===== src/rtl/timer_sched_pkg.sv =====
// rtl/timer_sched_pkg.sv - shared types, constants and helpers for timer_sched
package timer_sched_pkg;

   typedef enum logic {SCAN, RELOAD} sched_state_e;

   localparam logic [31:0] TIM_DELAY_MAX = 32'h7FFF_FFFF;

   function automatic logic [31:0] clamp_delay(input logic [31:0] delay);
      if (delay == 32'd0) return 32'd1;
      if (delay[31]) return TIM_DELAY_MAX;
      return delay;
   endfunction

   // A deadline up to 2^31-1 ticks behind now still counts as reached, across the wrap.
   function automatic logic expired(input logic [31:0] now, input logic [31:0] deadline);
      logic [31:0] diff;
      diff = now - deadline;
      return ~diff[31];
   endfunction

endpackage


===== src/rtl/timer_sched_if.sv =====
// rtl/timer_sched_if.sv - arm/cancel request bundle between the register wrapper and timer_sched
interface timer_sched_if #(
   parameter int CH_NUM = 4,
   parameter int CH_W   = $clog2(CH_NUM)
);
   logic            arm_valid_i;
   logic            arm_ready_o;
   logic [CH_W-1:0] arm_ch_i;
   logic [31:0]     arm_delay_i;
   logic            arm_periodic_i;
   logic            cancel_valid_i;
   logic [CH_W-1:0] cancel_ch_i;

   modport master (
      output arm_valid_i, arm_ch_i, arm_delay_i, arm_periodic_i, cancel_valid_i, cancel_ch_i,
      input  arm_ready_o
   );

   modport slave (
      input  arm_valid_i, arm_ch_i, arm_delay_i, arm_periodic_i, cancel_valid_i, cancel_ch_i,
      output arm_ready_o
   );
endinterface


===== src/rtl/timer_sched_slot.sv =====
// rtl/timer_sched_slot.sv - per-channel timer state; overrun counter when TIMER_SCHED_OVR_EN is defined
module timer_sched_slot (
   input  logic        clk_i,
   input  logic        rst_i,
   input  logic        arm,
   input  logic [31:0] arm_deadline,
   input  logic [31:0] arm_period,
   input  logic        arm_periodic,
   input  logic        cancel,
   input  logic        fire,
   input  logic        reload,
   input  logic        ack,
   output logic [31:0] deadline,
   output logic        periodic,
   output logic        active,
   output logic        pend
`ifdef TIMER_SCHED_OVR_EN
   ,
   output logic [7:0]  ovr
`endif
);

   logic [31:0] period;

   always_ff @(posedge clk_i) begin
      if (rst_i) begin
         deadline <= '0;
         period   <= '0;
         periodic <= 1'b0;
         active   <= 1'b0;
         pend     <= 1'b0;
      end else begin
         if (arm) begin
            deadline <= arm_deadline;
            period   <= arm_period;
            periodic <= arm_periodic;
         end else if (reload) begin
            deadline <= deadline + period;
         end

         // Arm beats cancel and one-shot expiry; a reload still completes after a cancel.
         if (arm)
            active <= 1'b1;
         else if (cancel || (fire && !periodic))
            active <= 1'b0;

         pend <= (pend & ~ack) | fire;
      end
   end

`ifdef TIMER_SCHED_OVR_EN
   always_ff @(posedge clk_i) begin
      if (rst_i)
         ovr <= '0;
      else if (ack)
         ovr <= '0;
      else if (fire && pend && (ovr != 8'hFF))
         ovr <= ovr + 8'd1;
   end
`endif

endmodule


===== src/rtl/timer_sched.sv =====
// rtl/timer_sched.sv - shared-timebase multi-channel timer scheduler with round-robin expiry scan
// Optional per-channel overrun counters (ovr_o) when TIMER_SCHED_OVR_EN is defined.
module timer_sched
   import timer_sched_pkg::*;
#(
   parameter int CH_NUM = 4
) (
   input  logic              clk_i,
   input  logic              rst_i,
   input  logic              tick_i,
   timer_sched_if.slave      arm_if,
   input  logic [CH_NUM-1:0] ack_i,
   output logic [CH_NUM-1:0] pend_o,
   output logic [CH_NUM-1:0] active_o,
   output logic              irq_o,
   output logic [31:0]       now_o
`ifdef TIMER_SCHED_OVR_EN
   ,
   output logic [CH_NUM*8-1:0] ovr_o
`endif
);

   localparam int CH_W = $clog2(CH_NUM);

   sched_state_e    state_q, state_d;
   logic [CH_W-1:0] ptr_q, ptr_d, ptr_next;
   logic [31:0]     now_q;

   logic [31:0]       deadline [CH_NUM];
   logic [CH_NUM-1:0] periodic, active, pend;
   logic [CH_NUM-1:0] arm_dec, cancel_dec, fire_dec, reload_dec;

   logic        arm_fire, cur_fire, cur_arm_hit;
   logic [31:0] arm_delay_c, arm_deadline;

   // Deadline storage has a single write port, so arms are held off during RELOAD.
   assign arm_if.arm_ready_o = (state_q == SCAN) && !rst_i;
   assign arm_fire           = arm_if.arm_valid_i && arm_if.arm_ready_o;
   assign arm_delay_c        = clamp_delay(arm_if.arm_delay_i);
   assign arm_deadline       = now_q + arm_delay_c;
   assign cur_arm_hit        = arm_fire && (arm_if.arm_ch_i == ptr_q);
   assign ptr_next           = (ptr_q == CH_W'(CH_NUM - 1)) ? '0 : ptr_q + 1'b1;

   always_ff @(posedge clk_i) begin
      if (rst_i)
         now_q <= '0;
      else if (tick_i)
         now_q <= now_q + 32'd1;
   end

   always_ff @(posedge clk_i) begin
      if (rst_i) begin
         state_q <= SCAN;
         ptr_q   <= '0;
      end else begin
         state_q <= state_d;
         ptr_q   <= ptr_d;
      end
   end

   always_comb begin
      state_d  = state_q;
      ptr_d    = ptr_q;
      cur_fire = 1'b0;
      case (state_q)
         SCAN: begin
            cur_fire = active[ptr_q] && expired(now_q, deadline[ptr_q]);
            // A same-cycle arm replaces the deadline, so the reload must not be applied on top.
            if (cur_fire && periodic[ptr_q] && !cur_arm_hit)
               state_d = RELOAD;
            else
               ptr_d = ptr_next;
         end
         RELOAD: begin
            state_d = SCAN;
            ptr_d   = ptr_next;
         end
         default: state_d = SCAN;
      endcase
   end

   // Indices >= CH_NUM match no slot, so such requests are accepted and dropped.
   always_comb begin
      arm_dec    = '0;
      cancel_dec = '0;
      fire_dec   = '0;
      reload_dec = '0;
      for (int i = 0; i < CH_NUM; i++) begin
         arm_dec[i]    = arm_fire && (arm_if.arm_ch_i == CH_W'(i));
         cancel_dec[i] = arm_if.cancel_valid_i && (arm_if.cancel_ch_i == CH_W'(i));
         fire_dec[i]   = cur_fire && (ptr_q == CH_W'(i));
         reload_dec[i] = (state_q == RELOAD) && (ptr_q == CH_W'(i));
      end
   end

   for (genvar g = 0; g < CH_NUM; g++) begin : g_slot
      timer_sched_slot u_slot (
         .clk_i        (clk_i),
         .rst_i        (rst_i),
         .arm          (arm_dec[g]),
         .arm_deadline (arm_deadline),
         .arm_period   (arm_delay_c),
         .arm_periodic (arm_if.arm_periodic_i),
         .cancel       (cancel_dec[g]),
         .fire         (fire_dec[g]),
         .reload       (reload_dec[g]),
         .ack          (ack_i[g]),
         .deadline     (deadline[g]),
         .periodic     (periodic[g]),
         .active       (active[g]),
         .pend         (pend[g])
`ifdef TIMER_SCHED_OVR_EN
         ,
         .ovr          (ovr_o[g*8 +: 8])
`endif
      );
   end

   assign pend_o   = pend;
   assign active_o = active;
   assign irq_o    = |pend;
   assign now_o    = now_q;

endmodule


===== src/flat_wrapper.sv =====
// flat-port wrapper written by rule: the top's interface ports become plain ports
module timer_sched_flat import timer_sched_pkg::*;
#(
   parameter int CH_NUM = 4
)
  (clk_i, rst_i, tick_i, ack_i, pend_o, active_o, irq_o, now_o, arm_if_arm_valid_i, arm_if_arm_ch_i, arm_if_arm_delay_i, arm_if_arm_periodic_i, arm_if_cancel_valid_i, arm_if_cancel_ch_i, arm_if_arm_ready_o);
  timer_sched_if #(.CH_NUM(CH_NUM)) arm_if_i ();
  input  logic clk_i;
  input  logic rst_i;
  input  logic tick_i;
  input  logic [CH_NUM-1:0] ack_i;
  output logic [CH_NUM-1:0] pend_o;
  output logic [CH_NUM-1:0] active_o;
  output logic irq_o;
  output logic [31:0] now_o;
  input wire logic [$bits(arm_if_i.arm_valid_i)-1:0] arm_if_arm_valid_i;
  input wire logic [$bits(arm_if_i.arm_ch_i)-1:0] arm_if_arm_ch_i;
  input wire logic [$bits(arm_if_i.arm_delay_i)-1:0] arm_if_arm_delay_i;
  input wire logic [$bits(arm_if_i.arm_periodic_i)-1:0] arm_if_arm_periodic_i;
  input wire logic [$bits(arm_if_i.cancel_valid_i)-1:0] arm_if_cancel_valid_i;
  input wire logic [$bits(arm_if_i.cancel_ch_i)-1:0] arm_if_cancel_ch_i;
  output wire logic [$bits(arm_if_i.arm_ready_o)-1:0] arm_if_arm_ready_o;
  assign arm_if_i.arm_valid_i = arm_if_arm_valid_i;
  assign arm_if_i.arm_ch_i = arm_if_arm_ch_i;
  assign arm_if_i.arm_delay_i = arm_if_arm_delay_i;
  assign arm_if_i.arm_periodic_i = arm_if_arm_periodic_i;
  assign arm_if_i.cancel_valid_i = arm_if_cancel_valid_i;
  assign arm_if_i.cancel_ch_i = arm_if_cancel_ch_i;
  assign arm_if_arm_ready_o = arm_if_i.arm_ready_o;
  timer_sched #(.CH_NUM(CH_NUM)) u_core (.clk_i(clk_i), .rst_i(rst_i), .tick_i(tick_i), .arm_if(arm_if_i), .ack_i(ack_i), .pend_o(pend_o), .active_o(active_o), .irq_o(irq_o), .now_o(now_o));
endmodule

===== config.mk =====
export PLATFORM = sky130hd
export DESIGN_NAME = timer_sched_flat
export DESIGN_NICKNAME = d
export VERILOG_FILES = /design/src/rtl/timer_sched_pkg.sv /design/src/rtl/timer_sched_if.sv /design/src/rtl/timer_sched_slot.sv /design/src/rtl/timer_sched.sv /design/src/flat_wrapper.sv
export SDC_FILE = /design/constraint.sdc
export NUM_CORES = 1
export LEC_CHECK = 0
export BUFFER_PORTS_ARGS = -buffer_cell sky130_fd_sc_hd__clkbuf_2
export CAP_MARGIN = 40
export CORE_MARGIN = 2
export CORE_UTILIZATION = 39
export CTS_CLUSTER_DIAMETER = 80
export DETAILED_ROUTE_END_ITERATION = 8
export GPL_ROUTABILITY_DRIVEN = 1
export PLACE_DENSITY_LB_ADDON = 0.1
export SYNTH_ARGS = -nofsm -noshare
export SYNTH_HDL_FRONTEND = slang
export SYNTH_SLANG_ARGS = --single-unit

===== constraint.sdc =====
create_clock -name clk_i -period 3.8 [get_ports clk_i]
set_input_delay 0.76 -clock clk_i [delete_from_list [all_inputs] [get_ports clk_i]]
set_output_delay 0.76 -clock clk_i [all_outputs]
set_load 0.01 [all_outputs]

; ---- Word level (Yosys, flattened, before mapping)
; Cells that the tools add are included.
[word_totals]
ff_bits = 303
inputBits = 46
output_inout_bits = 42
[op_classes]
n_addsub = 8
order_cmp = 2
n_eq_ne = 11
n_mux = 36
bitwise_logic = 15
reduce_logical = 49
[op_table]
columns = operator, count
row1 = 32-bit two-way mux, 14
row2 = 32-bit adder, 5
row3 = 32-bit binary-select mux with 2-bit select, 1
row4 = "32-bit by 1-bit adder with 32-bit output, second input constant", 1
row5 = 32-bit logical NOT, 1
row6 = 32-bit subtractor, 1
row7 = 1-bit logical AND, 26
row8 = 2-bit nonzero test, 8
row9 = 1-bit two-way mux, 15
row10 = "2-bit == test, second input constant", 6
row11 = "2-bit by 1-bit == test with 1-bit output, second input constant", 3
row12 = 1-bit logical NOT, 6
row13 = 2-bit logical NOT, 3
row14 = 1-bit NOT, 6
row15 = 1-bit AND, 4
row16 = 1-bit binary-select mux with 2-bit select, 2
row17 = 1-bit logical OR, 4
row18 = 2-bit two-way mux, 2
row19 = 1-bit OR, 4
row20 = 2-bit one-hot mux with 2 select lines, 1
row21 = 4-bit OR reduction, 1
row22 = "3-bit >= comparator, second input constant", 1
row23 = "2-bit by 3-bit < comparator with 1-bit output, second input constant", 1
row24 = 2-bit NOT with 3-bit output, 1
row25 = 4 further kinds, 4

; ---- Longest topological paths before layout
; Gate-level depths: netlist of the first run.
[depth]
ltp_word = 13
ltp_mapped = 17
depth_no_buf = 17

; ---- Hierarchy
; A second synthesis of the first run with hierarchy kept.
[unflattened]
cells_unflattened = 2791
area_unflattened_um2 = 22495.3
[by_module_without_submodules]
columns = mod, instances, cells_each, area_per_inst_um2, seq_area_each_um2
row1 = timer_sched_slot, 4, 548, 4384.2, 1341.3
row2 = timer_sched, 1, 599, 4958.5, 700.7

; ---- Least setup slack after synthesis of the first run
; OpenSTA, ideal clock, no wires.
[synth_timing]
path_type = input to register
start = input arm_if_arm_delay_i[31]
end = register u_core.g_slot[3].u_slot.deadline[30]
arrival_ns = 3.867
required_ns = 3.697
setup_slack_ns = -0.171
cell_stages = 15
path_buffers = 1
cell_sequence = buf_1 > nor2_1 > o21ai_1 > ha_1 > fa_1 > a211oi_1 > o21a_1 > nor3_1 > o31a_1 > a221o_1 > a31o_2 > o21ai_1 > o21ai_1 > xnor2_1 > a2111oi_2
[synth_via]
elab_chain_len = 6
elab_cells_between_ends = 9
cone_classes = add/sub (1) / mux (7) / reduce/logical (1)
[synth_rtl]
columns = item, line_no
row1 = start: declaration, flat_wrapper.sv:18  ; input wire logic [$bits(arm_if_i.arm_delay_i)-1:0] arm_if_arm_delay_i;
row2 = "parallel branches: the longest is 3 deep, another holds 32-bit logical NOT", --
row3 = 32-bit two-way mux *, timer_sched_pkg.sv:10  ; if (delay[31]) return TIM_DELAY_MAX;
row4 = via u_core.arm_delay_c[0], timer_sched.sv:34  ; logic [31:0] arm_delay_c, arm_deadline;
row5 = 32-bit adder *, timer_sched.sv:40  ; assign arm_deadline = now_q + arm_delay_c;
row6 = 32-bit two-way mux *, timer_sched_slot.sv:33  ; if (arm) begin
row7 = end signal: assignment, timer_sched_slot.sv:34  ; deadline <= arm_deadline;
row8 = end signal: assignment, timer_sched_slot.sv:38  ; deadline <= deadline + period;
row9 = end: declaration, timer_sched_slot.sv:13  ; output logic [31:0] deadline,
; Mark *: on every way through the listed nets, which the timed path passes. The select of a mux whose other input is x is not followed.
; A chain may end at the register's enable or synchronous reset.

; ---- Worst setup path in the final report of the first run
[layout_timing]
start = input arm_if_arm_delay_i[31]
end = register u_core.g_slot[2].u_slot.deadline[28]
[layout_via]
elab_chain_len = 6
elab_cells_between_ends = 9
cone_classes = add/sub (1) / mux (7) / reduce/logical (1)
[layout_rtl]
columns = item, line_no
row1 = "parallel branches: the longest is 3 deep, another holds 32-bit logical NOT", --
row2 = 32-bit two-way mux *, timer_sched_pkg.sv:10
row3 = via u_core.arm_delay_c[9], timer_sched.sv:34
row4 = 32-bit adder *, timer_sched.sv:40
row5 = 32-bit two-way mux *, timer_sched_slot.sv:33
row6 = end signal: assignment, timer_sched_slot.sv:34
row7 = end signal: assignment, timer_sched_slot.sv:38
row8 = end: declaration, timer_sched_slot.sv:13
; Marks and branches as above.

==> reports/metrics.cfg, run 1 <==
[run_status]
status=completed

[synth]
synth_top_area_share_pct=29.20
synth_area_sq_um=20500
synth_cell_types=86
ys_ff_latch=299
synthArstFlopShare_pct=0
yosysTopAreaCell=dfxtp_1
synth.area.top_cells=dfxtp_1, ha_1, nor2_1
yosys_warnings=0
synthFlopType=dfxtp_1
ys_seq_area_share_pct=29.20
synth-edff-count=0
synthCells=2507
syn_area_per_cell_sq_um=8.177
syn_nets=2748

[pwr]
finalPower_w=0.008653
p_leak_nw=10.43
powerDensity_nw_per_um2=346.5
vdd_drop_max_uv=252.0

[final_layout]
final_util_pct=47.81
drive_gt1_share_pct=18.63
nets=2965
final_cell_mix=nor2_1, dfxtp_1, buf_4, ha_1, a21oi_1
final_common_cell=nor2_1
antenna_cells=0
syn_to_final_growth_pct=21.82

[timing]
relSlewSlack_pct=27.81
min_period_ps=3755
hold_violations=0
fin_skew_ps=18.11
fin_tns_setup_ps=0
grt_setup_unrepaired=yes
min_period_over_period_pct=98.80
holdWs_ps=384.9
drv_slew=0
fmax_mhz=266.3
worst_slew_pin_slew_ps=1083
setup_viol=0

[floorplanning]
pin_count=88
start_util_pct=39.24
die_h_microns=233.3
dieArea_sq_um=54410
die_x_microns=233.3
num_rows=84
core-area_sq_um=52240

[routing]
vias_per_cell=5.985
routedWlPerCell_microns=23.29
drc_errors=0
first_iter_violations=2088
first_pass_iters=5
wl_microns=80130
ant_nets=0
vias=20596

[global_routing]
grt_pass1_vias=18459
grt_max_degree=197
use_met1_pct=46.15
grtUsageTotal_pct=28.80
use_met2_pct=39.36
antenna_found_initial=1
grt_pass1_wl_microns=117300
grt-ovfl-total=0
grt_util_met3_pct=5.310
top_usage_layer=met1

[worst_hold_path]
worstHoldPathCells=2
hp-class=input port to flop

[worst_setup_path]
required_ps=4270
critical_path_class=input port to flop
path_max_fanout=4
endpoint_kind=flop
crit_arrival_ps=4220
r2r_cells=15
start_kind=input port

[clocking]
worst_skew_pair.late_latency_ps=570
cts_root_buffer=clkbuf_16
cts_sinks=299
clock_path_buffers=3
hold_buffers=0
htreeDepth=2
cts-buffers-inserted=38
tritoncts=done
path_clk_slew_ps=60

[placement]
io_buffers=87
dp_hpwl_microns=61360
place.gp.congestion=1.000

[job]
cap_violations=0

-- final timing paths --
check,startpoint,end,slack [ps]
worst min-delay path,ack_i[3],u_core.g_slot[3].u_slot.pend$_SDFF_PP0_,380
worst max register to register,u_core.ptr_q[0]$_SDFFE_PP0P_,u_core.ptr_q[0]$_SDFFE_PP0P_,60
worst max-delay path,arm_if_arm_delay_i[31],u_core.g_slot[2].u_slot.deadline[28]$_SDFFE_PP0P_,50
worst min register to register,u_core.g_slot[1].u_slot.deadline[0]$_SDFFE_PP0P_,u_core.g_slot[1].u_slot.deadline[0]$_SDFFE_PP0P_,490
-- cell families (layout without fill, tap and decap cells) --
kind of cell	Yosys count	count (layout)	synth area share [%]
simple gates	807	807	17.82
compound gates	773	773	25.83
flops	299	299	29.20
buf+inv	246	492	4.706
fa+ha+maj	195	195	12.08
xor+xnor	139	139	5.939
mux	48	48	4.419
-- what timing repair did --
action | in CTS | in global routing
endpoints found under the setup margin | 18 | 47
setup buffers | 3 | 5
pin swaps | 9 | 40
gates cloned | 1 | 0
gates resized for setup | 16 | 80
-- per-layer routing --
layer | routed length, microns | share of wire (%) | vias to the layer above
li1 | - | - | 9662
met5 | 0 | 0 | -
met2 | 31310 | 39 | 944
met3 | 8559 | 11 | 80
met4 | 1087 | 1.4 | 0
met1 | 39170 | 49 | 9910
-- synthesized netlist by cell type (all sizes together), types with 12 or more instances --
| cell | n |
|---|---|
| nor4 | 14 |
| nand4 | 25 |
| nor3 | 51 |
| a221oi | 29 |
| a2111oi | 39 |
| xnor2 | 78 |
| nand2 | 152 |
| a22oi | 12 |
| xor2 | 61 |
| mux4 | 34 |
| o21ai | 127 |
| or2 | 12 |
| buf | 24 |
| and2 | 20 |
| clkbuf | 110 |
| a21o | 66 |
| a21oi | 170 |
| inv | 112 |
| ha | 190 |
| o211ai | 15 |
| a31oi | 19 |
| and3 | 21 |
| nor2b | 13 |
| dfxtp | 299 |
| nor2 | 383 |
| or3 | 17 |
| o22ai | 17 |
| nand2b | 22 |
| mux2i | 14 |
| o21bai | 21 |
| nand3 | 50 |
| a211oi | 161 |
| o21a | 15 |
-- registers in the layout, summed over array words and instances (netlist names) --
name,count
u_core.g_slot.u_slot.pend,4
u_core.g_slot.u_slot.active,4
u_core.g_slot.u_slot.period,124
u_core.g_slot.u_slot.periodic,4
u_core.now_o,32
u_core.ptr_q,2
u_core.state_q,1
u_core.g_slot.u_slot.deadline,128
-- stage by stage --
step | worst slack [ps] | instances | instance area, sq um
global placement | -551.0 | 3366 | 23080
global route | -123.5 | 3441 | 24970
floorplan | 4.722 | 2507 | 20520
finish | 45.42 | 3441 | 24970
detailed placement | -594.1 | 3370 | 23150
CTS | -19.92 | 3442 | 24630
-- report_power, final --
| group | internal [W] | total [W] | switching (W) |
|---|---|---|---|
| Clock | 0.00237 | 0.00392 | 0.00154 |
| Combinational | 0.000575 | 0.00139 | 0.000813 |
| Sequential | 0.00324 | 0.00335 | 0.000112 |
-- cell type report --
| cell class | count | area, sq um |
|---|---|---|
| Timing Repair Buffer | 311 | 2369 |
| Tap cell | 688 | 860.8 |
| Sequential cell | 299 | 5992 |
| Fill cell | 5055 | 27260 |
| Inverter | 112 | 420.4 |
| Multi-Input combinational cell | 1962 | 13990 |
| Clock inverter | 17 | 201.4 |
| Clock buffer | 52 | 1137 |
-- critical path, cell delays in order --
cell	delay, ps
buf_8	80
nor2_4	40
inv_2	50
nor3_2	30
nand4_1	110
o21ai_2	120
ha_2	200
fa_2	390
a211oi_2	240
o21a_1	190
nor3_2	50
o31a_1	340
a221o_1	370
a31o_4	270
o41ai_4	350
xor2_2	220
a2111oi_2	380
Note: power is estimated with default switching activity, not from simulation.
==> inputs of run 2 (changes only) <==
- clock period: 3.8 -> 4.6 ns (I/O delays scaled with it)
==> reports/metrics.cfg, run 2 (same netlist as run 1, synthesis figures left out) <==
[run_status]
status=completed  ; unchanged

[timing]
worst_slew_pin_slew_ps=925.7  ; was 1083 ps
setup_viol=0  ; unchanged
min_period_ps=4166
fin_skew_ps=24.86  ; was 18.11 ps
hold_violations=0  ; unchanged
min_period_over_period_pct=90.57
relSlewSlack_pct=38.28  ; was 27.81%
grt_setup_unrepaired=no  ; was yes
worst_slack_ps=433.9  ; was 45.42 ps
drv_slew=0  ; unchanged
fmax_mhz=240.0

[worst_setup_path]
path_max_fanout=4  ; unchanged
critical_path_class=input port to flop  ; unchanged
cpLargestDelayFamily=compound AO/OA/AOI/OAI gates  ; unchanged
endpoint_kind=flop  ; unchanged
path_buf_inv=2  ; unchanged
max_stage_delay_ps=400  ; was 390 ps
r2r_cells=14  ; was 15
crit_path_cell_trace=clkbuf_2 -> nor4_1 -> buf_2 -> nand4_1 -> o21ai_1 -> ha_1 -> fa_1 -> a211oi_1 -> o21a_1 -> nor3_1 -> o31a_1 -> a221o_1 -> a31o_2 -> o21ai_1 -> o21ai_1 -> xnor2_1 -> a2111oi_2  ; was buf_8 -> nor2_4 -> inv_2 -> nor3_2 -> nand4_1 -> o21ai_2 -> ha_2 -> fa_2 -> a211oi_2 -> o21a_1 -> nor3_2 -> o31a_1 -> a221o_1 -> a31o_4 -> o41ai_4 -> xor2_2 -> a2111oi_2
required_ps=5080  ; was 4270 ps
path_depth=17  ; unchanged
crit_path_frequent_cell=o21ai_1  ; was nor3_2
crit_arrival_ps=4650  ; was 4220 ps
cpMaxStageDelayCell=o21ai_1  ; was fa_2
start_kind=input port  ; unchanged

[routing]
vias=20169  ; was 20596
routedWlPerCell_microns=24.65  ; was 23.29 microns
vias_per_cell=6.031  ; was 5.985
first_pass_iters=5  ; unchanged
first_iter_violations=1803  ; was 2088
ant_nets=0  ; unchanged
wl_microns=82420  ; was 80130 microns
drc_errors=0  ; unchanged

[pwr]
power_frac_comb_pct=13.8  ; was 16.0%
vdd_drop_max_uv=214.4  ; was 252.0 uV
p_sw_w=0.002051  ; was 0.002469 W
p_leak_nw=9.912  ; was 10.43 nW
powerDensity_nw_per_um2=308.8  ; was 346.5 nW/um^2
seq_power_share_pct=37.5  ; was 38.7%
internal_power_w=0.005330  ; was 0.006184 W
swShare_pct=27.79  ; was 28.53%
pwr-share-clk_pct=48.6  ; was 45.2%

[final_layout]
top_register=u_core.g_slot.u_slot.deadline  ; unchanged
final_common_cell=nor2_1  ; unchanged
nets=2865  ; was 2965
multiInputGateArea_sq_um=13570  ; was 13990 sq um
fillers=5052  ; was 5055
seqCellArea_sq_um=5988  ; was 5992 sq um
design_area_sq_um=23910  ; was 24970 sq um
syn_to_final_growth_pct=16.61  ; was 21.82%
drive_gt1_share_pct=13.03  ; was 18.63%
final_cell_mix=nor2_1, dfxtp_1, ha_1, a21oi_1, a211oi_1  ; was nor2_1, dfxtp_1, buf_4, ha_1, a21oi_1
largest_reg_flops=128  ; unchanged

[floorplanning]
num_rows=84  ; unchanged
core-area_sq_um=52240  ; unchanged
start_util_pct=39.24  ; unchanged
die_h_microns=233.3  ; unchanged
die_x_microns=233.3  ; unchanged
pin_count=88  ; unchanged
dieArea_sq_um=54410  ; unchanged

[clocking]
tritoncts=done  ; unchanged
htreeDepth=2  ; unchanged
cts_resized=0  ; was 16
clock_path_buffers=3  ; unchanged
cts_root_buffer=clkbuf_16  ; unchanged
cts-buffers-inserted=39  ; was 38
hold_buffers=0  ; unchanged
cts_sinks=299  ; unchanged
path_clk_slew_ps=60  ; about the same
post-cts-setup-buffers=0  ; was 3
worst_skew_pair.late_latency_ps=580  ; was 570 ps

[global_routing]
grt_pass1_vias=18444  ; was 18459
grtUsageTotal_pct=30.14  ; was 28.80%
grt_pass1_wl_microns=121600  ; was 117300 microns
antenna_found_initial=2  ; was 1
grt_max_degree=81  ; was 197
grt-ovfl-total=0  ; unchanged

[placement]
io_buffers=87  ; unchanged
dp_hpwl_microns=63170  ; was 61360 microns
placed_cell_area_sq_um=22410  ; was 23150 sq um
place.gp.congestion=0.9353  ; was 1.000
pre_cts_ws_ps=-162.9  ; was -594.1 ps

[worst_hold_path]
hp-class=flop to flop  ; was input port to flop
worstHoldPathCells=2  ; unchanged

[job]
cap_violations=0  ; unchanged

==> run 2: changes by cell type in the layout (fill, tap and decap cells not counted), moves of 7 or more <==
cell	previous run	this run
buf_4	204	110
inv_1	102	112
inv_2	10	0
a21oi_1	161	170
a21oi_2	9	0
buf_12	13	4
a2111oi_0	29	36
==> run 2: power groups by stage <==
stage	registers, W	logic, W	clock network [W]
finish	0.00277	0.00102	0.00359
global route	0.00278	0.00110	0.00373
CTS	0.00276	0.00100	0.00363
detailed placement	0.00282	0.000994	0
global placement	0.00282	0.000974	0
floorplan	0.00277	0.000621	0
==> run 2: metal layers <==
layer,part of all wire (%),GRT usage [%]
met2,39,41.11
met5,0.016,0
met1,50,47.03
met3,9.7,6.787
met4,1.7,6.748
==> run 2: metrics by stage <==
stage	util [%]	total power [W]	instances	setup TNS, ps	hold WS [ps]
floorplan	-	0.003396	2507	0	445.4
global placement	42.48	0.003794	3261	-12950	469.6
detailed placement	42.90	0.003816	3271	-912.8	473.1
CTS	45.76	0.007398	3343	0	481.8
global route	45.76	0.007603	3343	0	514.9
finish	45.77	0.007382	3344	0	481.9
==> run 2: tightest hold or removal path, cell delays in order (launching register included) <==
cell and delay, ps:
dfxtp_1 310, nand2_1 70, a21oi_1 60
==> run 2: layout make-up <==
type	instances	share of cell area (%)
clock inverter	18	1.429
clock buffer	54	4.826
sequential	299	25.05
inverter	112	1.759
timing repair buffer	210	6.542
tap	688	3.601
antenna	1	0.01047
multi-input combinational	1962	56.78
==> run 2: path summary, 6_finish.rpt <==
check                                                                    from                                           endpoint  slack, ps
worst min register to register  u_core.g_slot[3].u_slot.periodic$_SDFFE_PP0P_      u_core.g_slot[3].u_slot.periodic$_SDFFE_PP0P_        480
worst min-delay path            u_core.g_slot[3].u_slot.periodic$_SDFFE_PP0P_      u_core.g_slot[3].u_slot.periodic$_SDFFE_PP0P_        480
worst max-delay path                                   arm_if_arm_delay_i[27]  u_core.g_slot[3].u_slot.deadline[30]$_SDFFE_PP0P_        430
worst max register to register                   u_core.ptr_q[0]$_SDFFE_PP0P_        u_core.g_slot[3].u_slot.active$_SDFFE_PP0P_        440
==> inputs of run 3 (changes only) <==
- RECOVER_POWER: not set -> 50
==> reports/metrics.cfg, run 3 (same netlist as run 1, synthesis figures left out) <==
[final_layout]
instances_no_fill=3344  ; unchanged
final_cell_mix=nor2_1, dfxtp_1, ha_1, a21oi_1, a211oi_1  ; unchanged
largest_reg_flops=128  ; unchanged
drive_gt1_share_pct=11.15  ; was 13.03%
final_common_cell=nor2_1  ; unchanged
fillers=5090  ; was 5052
nets=2865  ; unchanged
top_register=u_core.g_slot.u_slot.deadline  ; unchanged
syn_to_final_growth_pct=15.84  ; was 16.61%
final_util_pct=45.46  ; was 45.77%

[timing]
setup_viol=0  ; unchanged
fmax_mhz=235.9  ; was 240.0 MHz
min_period_over_period_pct=92.16  ; was 90.57%
relSlewSlack_pct=-56.83  ; was 38.28%
drv_slew=291  ; was 0
holdWs_ps=481.6  ; was 481.9 ps
worst_slew_pin_slew_ps=2353  ; was 925.7 ps
hold_violations=0  ; unchanged
fin_skew_ps=20.42  ; was 24.86 ps
min_period_ps=4240  ; was 4166 ps
fin_tns_setup_ps=0  ; unchanged
grt_setup_unrepaired=no  ; unchanged

[worst_setup_path]
critical_path_class=input port to flop  ; unchanged
endpoint_kind=flop  ; unchanged
crit_arrival_ps=4710  ; was 4650 ps
required_ps=5070  ; was 5080 ps
path_max_fanout=4  ; unchanged
start_kind=input port  ; unchanged

[routing]
vias=20088  ; was 20169
ant_nets=0  ; unchanged
wl_microns=82550  ; was 82420 microns
drc_errors=0  ; unchanged
routedWlPerCell_microns=24.69  ; was 24.65 microns
vias_per_cell=6.007  ; was 6.031
first_pass_iters=5  ; unchanged
first_iter_violations=1845  ; was 1803

[pwr]
swShare_pct=27.82  ; was 27.79%
power_frac_comb_pct=13.8  ; about the same
vdd_drop_max_uv=212.5  ; was 214.4 uV
p_leak_nw=9.729  ; was 9.912 nW
p_sw_w=0.002053  ; was 0.002051 W
seq_power_share_pct=37.6  ; was 37.5%
powerDensity_nw_per_um2=310.8  ; was 308.8 nW/um^2
pwr-share-clk_pct=48.7  ; was 48.6%
internal_power_w=0.005327  ; was 0.005330 W

[clocking]
path_clk_slew_ps=60  ; about the same
cts-buffers-inserted=39  ; unchanged
post-cts-setup-buffers=0  ; unchanged
cts_root_buffer=clkbuf_16  ; unchanged
clock_path_buffers=3  ; unchanged
tritoncts=done  ; unchanged
cts_sinks=299  ; unchanged
cts_resized=0  ; unchanged
hold_buffers=0  ; unchanged
htreeDepth=2  ; unchanged
worst_skew_pair.late_latency_ps=580  ; about the same

[job]
cap_violations=6  ; was 0

[worst_hold_path]
hp-class=flop to flop  ; unchanged

[global_routing]
grt_max_degree=81  ; unchanged
grt-ovfl-total=0  ; unchanged
antenna_found_initial=2  ; unchanged
grtUsageTotal_pct=30.14  ; unchanged
grt_pass1_wl_microns=121600  ; unchanged
grt_pass1_vias=18444  ; unchanged

[floorplanning]
die_h_microns=233.3  ; unchanged
start_util_pct=39.24  ; unchanged
pin_count=88  ; unchanged
die_x_microns=233.3  ; unchanged
dieArea_sq_um=54410  ; unchanged
core-area_sq_um=52240  ; unchanged
num_rows=84  ; unchanged

[placement]
io_buffers=87  ; unchanged
dp.cells=3271  ; unchanged
place.gp.congestion=0.9353  ; unchanged
dp_hpwl_microns=63170  ; unchanged

[run_status]
status=finished with violations  ; was completed
violations=capacitance limit, slew limit

## run 3: final timing paths
| check | cells past startpoint | from | slack, ps | endpoint |
|---|---|---|---|---|
| hold reg to reg | 2 | u_core.g_slot[3].u_slot.periodic$_SDFFE_PP0P_ | 480 | u_core.g_slot[3].u_slot.periodic$_SDFFE_PP0P_ |
| hold / removal | 2 | u_core.g_slot[3].u_slot.periodic$_SDFFE_PP0P_ | 480 | u_core.g_slot[3].u_slot.periodic$_SDFFE_PP0P_ |
| setup reg to reg | 14 | u_core.ptr_q[0]$_SDFFE_PP0P_ | 420 | u_core.g_slot[2].u_slot.active$_SDFFE_PP0P_ |
| setup / recovery | 17 | arm_if_arm_delay_i[27] | 360 | u_core.g_slot[3].u_slot.deadline[30]$_SDFFE_PP0P_ |
## run 3: layout make-up
| cell class | instances | area [sq um] | area share (%) |
|---|---|---|---|
| multi-input cells | 1962 | 13550 | 57.05 |
| flip-flops and latches | 299 | 5988 | 25.22 |
| repair buffers | 210 | 1431 | 6.027 |
| clock buffers | 54 | 1154 | 4.858 |
| well taps | 688 | 860.8 | 3.625 |
| inverters | 112 | 420.4 | 1.770 |
| clock inverters | 18 | 341.6 | 1.438 |
| diodes | 1 | 2.502 | 0.01054 |
## run 3: through the flow
| step | setup WS (ps) | area [sq um] | total power [W] |
|---|---|---|---|
| after detailed placement | -162.9 | 22410 | 0.003816 |
| after CTS | 430.5 | 23900 | 0.007398 |
| final | 360.5 | 23750 | 0.007381 |
| after floorplan | 469.4 | 20500 | 0.003396 |
| after global placement | -470.4 | 22190 | 0.003794 |
| after global routing | 136.4 | 23750 | 0.007598 |
## run 3: layer usage
metal | global-route usage (%) | vias to the layer above | wire, microns
met1 | 47.03 | 9688 | 41060
met4 | 6.748 | 2 | 1375
met3 | 6.787 | 71 | 8098
met2 | 41.11 | 850 | 32000
met5 | 0 | - | 13
li1 | - | 9477 | -
## run 3: worst max-delay path, stage by stage
cell and delay, ps:
clkbuf_2 90, nor4_1 370, buf_2 230, nand4_1 100, o21ai_1 440, ha_1 280, fa_1 200, a211oi_1 100
o21a_1 220, nor3_1 210, o31a_1 310, a221o_1 250, a31o_2 210, o21ai_1 80, o21ai_1 180, xnor2_1 170
a2111oi_2 370
## run 3: power groups by stage
stage / registers (W) / logic, W / clock network, W
floorplan: 0.00277 / 0.000621 / 0
global route: 0.00278 / 0.00110 / 0.00373
global placement: 0.00282 / 0.000974 / 0
finish: 0.00277 / 0.00102 / 0.00359
detailed placement: 0.00282 / 0.000994 / 0
CTS: 0.00276 / 0.00100 / 0.00363
